## config.mk

```make
export PLATFORM = sky130hd
export DESIGN_NAME = pipe_hazard_unit
export DESIGN_NICKNAME = d
export VERILOG_FILES = /design/src/rtl/pipe_hazard_unit_pkg.sv /design/src/rtl/pipe_hazard_unit_hz_src_check.sv /design/src/rtl/pipe_hazard_unit.sv
export SDC_FILE = /design/constraint.sdc
export NUM_CORES = 1
export LEC_CHECK = 0
export CAP_MARGIN = 20
export CORE_ASPECT_RATIO = 2
export CORE_MARGIN = 3
export CORE_UTILIZATION = 39
export DETAILED_ROUTE_END_ITERATION = 10
export PLACE_DENSITY = 0.87
export REMOVE_ABC_BUFFERS = 1
export SLEW_MARGIN = 20
export SYNTH_ARGS = -nofsm -noshare
export SYNTH_HDL_FRONTEND = slang
export SYNTH_SLANG_ARGS = --single-unit
```

## constraint.sdc

```tcl
create_clock -name clk -period 4.4 [get_ports clk]
set_input_delay 0.66 -clock clk [delete_from_list [all_inputs] [get_ports clk]]
set_output_delay 0.66 -clock clk [all_outputs]
set_load 0.005 [all_outputs]
```

## src/rtl/pipe_hazard_unit_pkg.sv

```systemverilog
// ---------------------------------------------------------------------------
// pipe_hazard_unit_pkg
//   Shared definitions for the hazard/forwarding controller: the width of the
//   per-entry ready countdown, its type, the default register address width,
//   and the countdown helper that the scoreboard applies to every entry.
//   No ports (package).
// ---------------------------------------------------------------------------
package pipe_hazard_unit_pkg;

   localparam int REG_AW_DEF = 4;
   localparam int RDY_W      = 2;   // holds LD_LAT up to 3

   typedef logic [RDY_W-1:0] rdy_t;

   // Ready countdown: moves toward zero and stays there.
   function automatic rdy_t rdy_dec(input rdy_t c);
      return (c != '0) ? c - rdy_t'(1) : c;
   endfunction

endpackage

```

## src/rtl/pipe_hazard_unit_hz_src_check.sv

```systemverilog
// ---------------------------------------------------------------------------
// hz_src_check
//   Priority match of one ID source operand against the scoreboard entries.
//   The youngest (lowest index) matching writer decides the outcome: forward
//   its stage result if it is ready, otherwise flag a hazard.
// Ports
//   src_use     in   source is read by the ID instruction
//   src_addr    in   source register address
//   ent_vld     in   per-entry valid
//   ent_wb_en   in   per-entry register write enable
//   ent_rdy     in   per-entry result forwardable
//   ent_rd      in   per-entry destination, entry k at [k*REG_AW +: REG_AW]
//   stage_data  in   per-entry result, entry k at [k*DATA_W +: DATA_W]
//   hazard      out  youngest match is not ready yet
//   fwd_en      out  youngest match is ready, forward it
//   fwd_data    out  forwarded value (0 when not forwarding)
// ---------------------------------------------------------------------------
module hz_src_check
   import pipe_hazard_unit_pkg::*;
#(
   parameter int REG_AW = REG_AW_DEF,
   parameter int DATA_W = 32,
   parameter int DEPTH  = 2
) (
   input  logic                    src_use,
   input  logic [REG_AW-1:0]       src_addr,
   input  logic [DEPTH-1:0]        ent_vld,
   input  logic [DEPTH-1:0]        ent_wb_en,
   input  logic [DEPTH-1:0]        ent_rdy,
   input  logic [DEPTH*REG_AW-1:0] ent_rd,
   input  logic [DEPTH*DATA_W-1:0] stage_data,
   output logic                    hazard,
   output logic                    fwd_en,
   output logic [DATA_W-1:0]       fwd_data
);

   // Walk oldest to youngest so the youngest match overwrites older ones.
   always_comb begin
      hazard   = 1'b0;
      fwd_en   = 1'b0;
      fwd_data = '0;
      for (int k = DEPTH - 1; k >= 0; k--) begin
         if (src_use && ent_vld[k] && ent_wb_en[k] &&
             (ent_rd[k*REG_AW +: REG_AW] == src_addr)) begin
            hazard   = ~ent_rdy[k];
            fwd_en   = ent_rdy[k];
            fwd_data = ent_rdy[k] ? stage_data[k*DATA_W +: DATA_W] : '0;
         end
      end
   end

endmodule

```

## src/rtl/pipe_hazard_unit.sv

```systemverilog
// ---------------------------------------------------------------------------
// pipe_hazard_unit
//   Hazard/forwarding controller for the IF-ID-EX-WB core. Keeps a
//   scoreboard of in-flight writers past ID (entry 0 = EX .. DEPTH-1 = WB),
//   resolves RAW hazards on both ID sources by forwarding or stalling, and
//   squashes IF/ID for BR_FLUSH cycles after a taken branch.
// Ports
//   clk, rst                 clock (rising edge), async active-high reset
//   id_valid_i .. id_rt_use_i  decoded ID instruction
//   ex_stall_i               EX busy; scoreboard holds position
//   branch_en_i              taken branch resolved in EX
//   stage_data_i             result of entry k at [k*DATA_W +: DATA_W]
//   issue_o                  ID instruction moves into EX this cycle
//   stall_o, flush_o         IF/ID hold / squash
//   fwd_rs_*_o, fwd_rt_*_o   forwarding for source A / source B
//   stall_cnt_o              saturating count of stalled cycles
// ---------------------------------------------------------------------------
module pipe_hazard_unit
   import pipe_hazard_unit_pkg::*;
#(
   parameter int REG_AW   = REG_AW_DEF,
   parameter int DATA_W   = 32,
   parameter int DEPTH    = 2,
   parameter int LD_LAT   = 1,
   parameter int BR_FLUSH = 2,
   parameter int CNT_W    = 16
) (
   input  logic                    clk,
   input  logic                    rst,
   input  logic                    id_valid_i,
   input  logic                    id_wb_en_i,
   input  logic                    id_is_ld_i,
   input  logic [REG_AW-1:0]       id_rd_addr_i,
   input  logic [REG_AW-1:0]       id_rs_addr_i,
   input  logic [REG_AW-1:0]       id_rt_addr_i,
   input  logic                    id_rs_use_i,
   input  logic                    id_rt_use_i,
   input  logic                    ex_stall_i,
   input  logic                    branch_en_i,
   input  logic [DEPTH*DATA_W-1:0] stage_data_i,
   output logic                    issue_o,
   output logic                    stall_o,
   output logic                    flush_o,
   output logic                    fwd_rs_en_o,
   output logic [DATA_W-1:0]       fwd_rs_data_o,
   output logic                    fwd_rt_en_o,
   output logic [DATA_W-1:0]       fwd_rt_data_o,
   output logic [CNT_W-1:0]        stall_cnt_o
);

   localparam rdy_t       LD_RDY = rdy_t'(LD_LAT);
   localparam logic [1:0] BR_CNT = 2'(BR_FLUSH);

   logic [DEPTH-1:0]        sb_vld;
   logic [DEPTH-1:0]        sb_wb_en;
   logic [DEPTH*REG_AW-1:0] sb_rd;
   rdy_t                    sb_rdy [DEPTH];
   logic [DEPTH-1:0]        sb_ready;
   logic [1:0]              flush_cnt;
   logic                    branch_take;
   logic                    haz_rs;
   logic                    haz_rt;

   always_comb begin
      for (int k = 0; k < DEPTH; k++) sb_ready[k] = (sb_rdy[k] == '0);
   end

   hz_src_check #(.REG_AW(REG_AW), .DATA_W(DATA_W), .DEPTH(DEPTH)) u_chk_rs (
      .src_use(id_rs_use_i), .src_addr(id_rs_addr_i),
      .ent_vld(sb_vld), .ent_wb_en(sb_wb_en), .ent_rdy(sb_ready), .ent_rd(sb_rd),
      .stage_data(stage_data_i),
      .hazard(haz_rs), .fwd_en(fwd_rs_en_o), .fwd_data(fwd_rs_data_o)
   );

   hz_src_check #(.REG_AW(REG_AW), .DATA_W(DATA_W), .DEPTH(DEPTH)) u_chk_rt (
      .src_use(id_rt_use_i), .src_addr(id_rt_addr_i),
      .ent_vld(sb_vld), .ent_wb_en(sb_wb_en), .ent_rdy(sb_ready), .ent_rd(sb_rd),
      .stage_data(stage_data_i),
      .hazard(haz_rt), .fwd_en(fwd_rt_en_o), .fwd_data(fwd_rt_data_o)
   );

   // A branch that arrives while EX is stalled is not yet resolved; EX holds it.
   assign branch_take = branch_en_i & ~ex_stall_i;
   assign flush_o     = branch_take | (flush_cnt != 2'd0);
   assign stall_o     = (ex_stall_i | (id_valid_i & (haz_rs | haz_rt))) & ~flush_o;
   assign issue_o     = id_valid_i & ~stall_o & ~flush_o & ~branch_en_i;

   // ID -> EX boundary: scoreboard shift; ready countdown runs even when held.
   always_ff @(posedge clk or posedge rst) begin
      if (rst) begin
         sb_vld   <= '0;
         sb_wb_en <= '0;
         sb_rd    <= '0;
         for (int k = 0; k < DEPTH; k++) sb_rdy[k] <= '0;
      end else if (!ex_stall_i) begin
         sb_vld[0]          <= issue_o;
         sb_wb_en[0]        <= issue_o & id_wb_en_i;
         sb_rd[0 +: REG_AW] <= id_rd_addr_i;
         sb_rdy[0]          <= (issue_o && id_is_ld_i) ? LD_RDY : '0;
         for (int k = 1; k < DEPTH; k++) begin
            sb_vld[k]                <= sb_vld[k-1];
            sb_wb_en[k]              <= sb_wb_en[k-1];
            sb_rd[k*REG_AW +: REG_AW] <= sb_rd[(k-1)*REG_AW +: REG_AW];
            sb_rdy[k]                <= rdy_dec(sb_rdy[k-1]);
         end
      end else begin
         for (int k = 0; k < DEPTH; k++) sb_rdy[k] <= rdy_dec(sb_rdy[k]);
      end
   end

   // Flush window and stall statistics.
   always_ff @(posedge clk or posedge rst) begin
      if (rst) begin
         flush_cnt   <= 2'd0;
         stall_cnt_o <= '0;
      end else begin
         if (branch_take)             flush_cnt <= BR_CNT;
         else if (flush_cnt != 2'd0)  flush_cnt <= flush_cnt - 2'd1;
         if (stall_o && (stall_cnt_o != '1)) stall_cnt_o <= stall_cnt_o + CNT_W'(1);
      end
   end

endmodule

```

==> results.txt <==
status: finished, final reports clean
GRT Resource Usage Total: 0.271
clk root buf: clkbuf_16
Die Span Y: 120 µm
Seq/Total Area, Yosys: 0.337
fmax: 0.258 GHz
CP Buf/Inv Count: 3
total number of yosys warnings: 0
CTS HTree Levels: 2
buffers added on ports: 169
clk_lat worst skew: 0.27 ns
Routed wire per std cell: 20.5 µm
grt ovf: 0
Starting Density: 0.410
TritonCTS Buffers: 5
drt drc: 0
first-pass GRT wire length: 16.2 mm
Crit Path Class: primary input to primary output
post-CTS repair timing setup buffer count: 0
crit path DAT: 3.21 ns
syn avg cell area: 10.1 µm²
Post-Syn Area: 2520 µm²
Top delay family on crit path: buffers and inverters
Fin. Hold Viols: 0
CP startpoint kind: primary input
CTS clock-pin slew for the worst setup and hold paths: 0.05 ns
max-slew violation count: 0
Hold WC Path Type: flop to flop
vias in the first global route: 3,056
Tmin final: 3.87 ns
CTS max path bufs: 2
core area: 6160 µm²
vias per cell: 5.94
Post-CTS Resized: 0
filler instances: 468
Layout Cells excl Fill: 499
Antenna Cells: 0
Critical-path top delay cell: clkdlybuf4s50_1
EDFF count, synth: 0
Seq cells post-synth: 34
share of post-route cells with drive strength above 1: 0.0867
Max FO, Critical Path: 18
asr flop ratio synth: 1.00
DRT iter0 DRCs: 281
leak pwr: 0.00176 µW
pwr/cell area: 252 nW/µm²
most common cell after layout, fill and taps aside: clkdlybuf4s50_1
DRT Wirelength: 10.2 mm
synth unique cells: 34
GP Congestion: 0.897
reg-to-reg slack, setup: 1.92 ns
Worst Tran Pin Value: 0.611 ns
hold buffer count at cts: 0
largest net degree at the start of global routing: 67
1st-pass router iterations: 4
Crit. End Element: primary output
max incr delay on CP: 0.53 ns
die area: 7530 µm²
maxcap violations: 0
RSZ-0062 raised after global routing: false
initial antenna violation count: 0
Final ANT Viol Nets: 0
Top Ports: 170
Rows: 40
ys flop type: dfrtp_1
synthesis-to-finish area growth: 77.7%
clk_skew: 0.00173 ns
Peak VDD IR: 0.365 mV
final net count: 502
Syn Inst Count: 250
WP data required: 3.74 ns
setup TNS: 0 ns
Final HPWL DP: 8.04 mm
CTS Sinks: 34
Seq. cell area: 851 µm²
area of the multi-input gates: 1560 µm²
CP most frequent cell: clkdlybuf4s50_1
CP cell instances: clkdlybuf4s50_1 -> xnor2_1 -> nand4_1 -> or4_1 -> nor3b_2 -> buf_4 -> a32o_1 -> clkdlybuf4s50_1
CTS tree: done
Via Count: 2,965
Slew headroom: 0.593
most frequent cells in the layout: 169 x clkdlybuf4s50_1, 64 x a32o_1, 34 x dfrtp_1
Period Utilization, post-route: 0.880
setup violators final: 0
Inst Count DP: 491
Die W: 62.9 µm
==> cell type report <==
cell class / count / area share
well taps: 84 / 0.0234
inverters: 9 / 0.00754
clock buffers: 7 / 0.0318
multi-input cells: 183 / 0.349
clock inverters: 1 / 0.00112
flip-flops and latches: 34 / 0.190
repair buffers: 181 / 0.397
==> flip-flops by register name, summed over array words and instances, names as in the netlist <==
name	cells
sb_rdy	4
flush_cnt	2
sb_wb_en	2
stall_cnt_o	16
sb_vld	2
sb_rd	8
==> synthesized netlist by cell type (4+ instances only) <==
cell type / count / share of area
mux2_2: 10 / 0.045
nor2_1: 6 / 0.0089
clkbuf_1: 23 / 0.034
dfrtp_1: 34 / 0.34
inv_1: 8 / 0.012
a32o_1: 64 / 0.25
nand3_1: 11 / 0.022
nand4_1: 4 / 0.0099
nand2_1: 10 / 0.015
xnor2_1: 7 / 0.024
xor2_1: 26 / 0.090
nor3_1: 11 / 0.022
==> final timing paths <==
path	from	to	cells past startpoint
setup reg to reg	sb_rd[6]	stall_cnt_o[13]	7
min in group asynchronous	rst	stall_cnt_o[5]	3
hold reg to reg	stall_cnt_o[6]	stall_cnt_o[6]	1
setup / recovery	id_rs_addr_i[2]	fwd_rs_data_o[22]	8
hold / removal	stall_cnt_o[6]	stall_cnt_o[6]	1
max in group asynchronous	rst	sb_rd[5]	3
==> power breakdown <==
part           leakage [µW]  internal (µW)  switching, µW  total [µW]
Clock             0.0000739            224            122         346
Combinational       0.00124            205            157         362
Sequential         0.000440            365           56.8         422
Total               0.00176            794            336        1130
==> kinds of logic after synthesis <==
logic type,Yosys count,share of synthesized area
xor gates and xnor gates,33,0.115
adders and majority gates,3,0.0149
DFF,34,0.337
buffers and inverters,33,0.0496
and+or+nand+nor,60,0.140
AOI/OAI and AO/OA,76,0.295
muxes,11,0.0491
==> layer usage <==
metal / vias up / wire, µm / GRT usage
li1: 1332 / - / -
met2: 186 / 4920 / 0.444
met1: 1433 / 3750 / 0.318
met3: 14 / 1260 / 0.0983
met4: 0 / 293 / 0.104
met5: - / 0 / 0
==> stage by stage <==
stage               setup slack, ns  hold WS, ns  cell area, µm²  total power (µW)   util
floorplan                     0.232        0.454            2430               570      -
global placement              0.527        0.477            4340               771  0.704
detailed placement            0.530        0.482            4340               783  0.704
CTS                           0.540        0.491            4480              1140  0.728
global route                  0.396        0.506            4480              1200  0.728
finish                        0.528        0.487            4480              1130  0.728
Power figures use the tool's default switching activity.
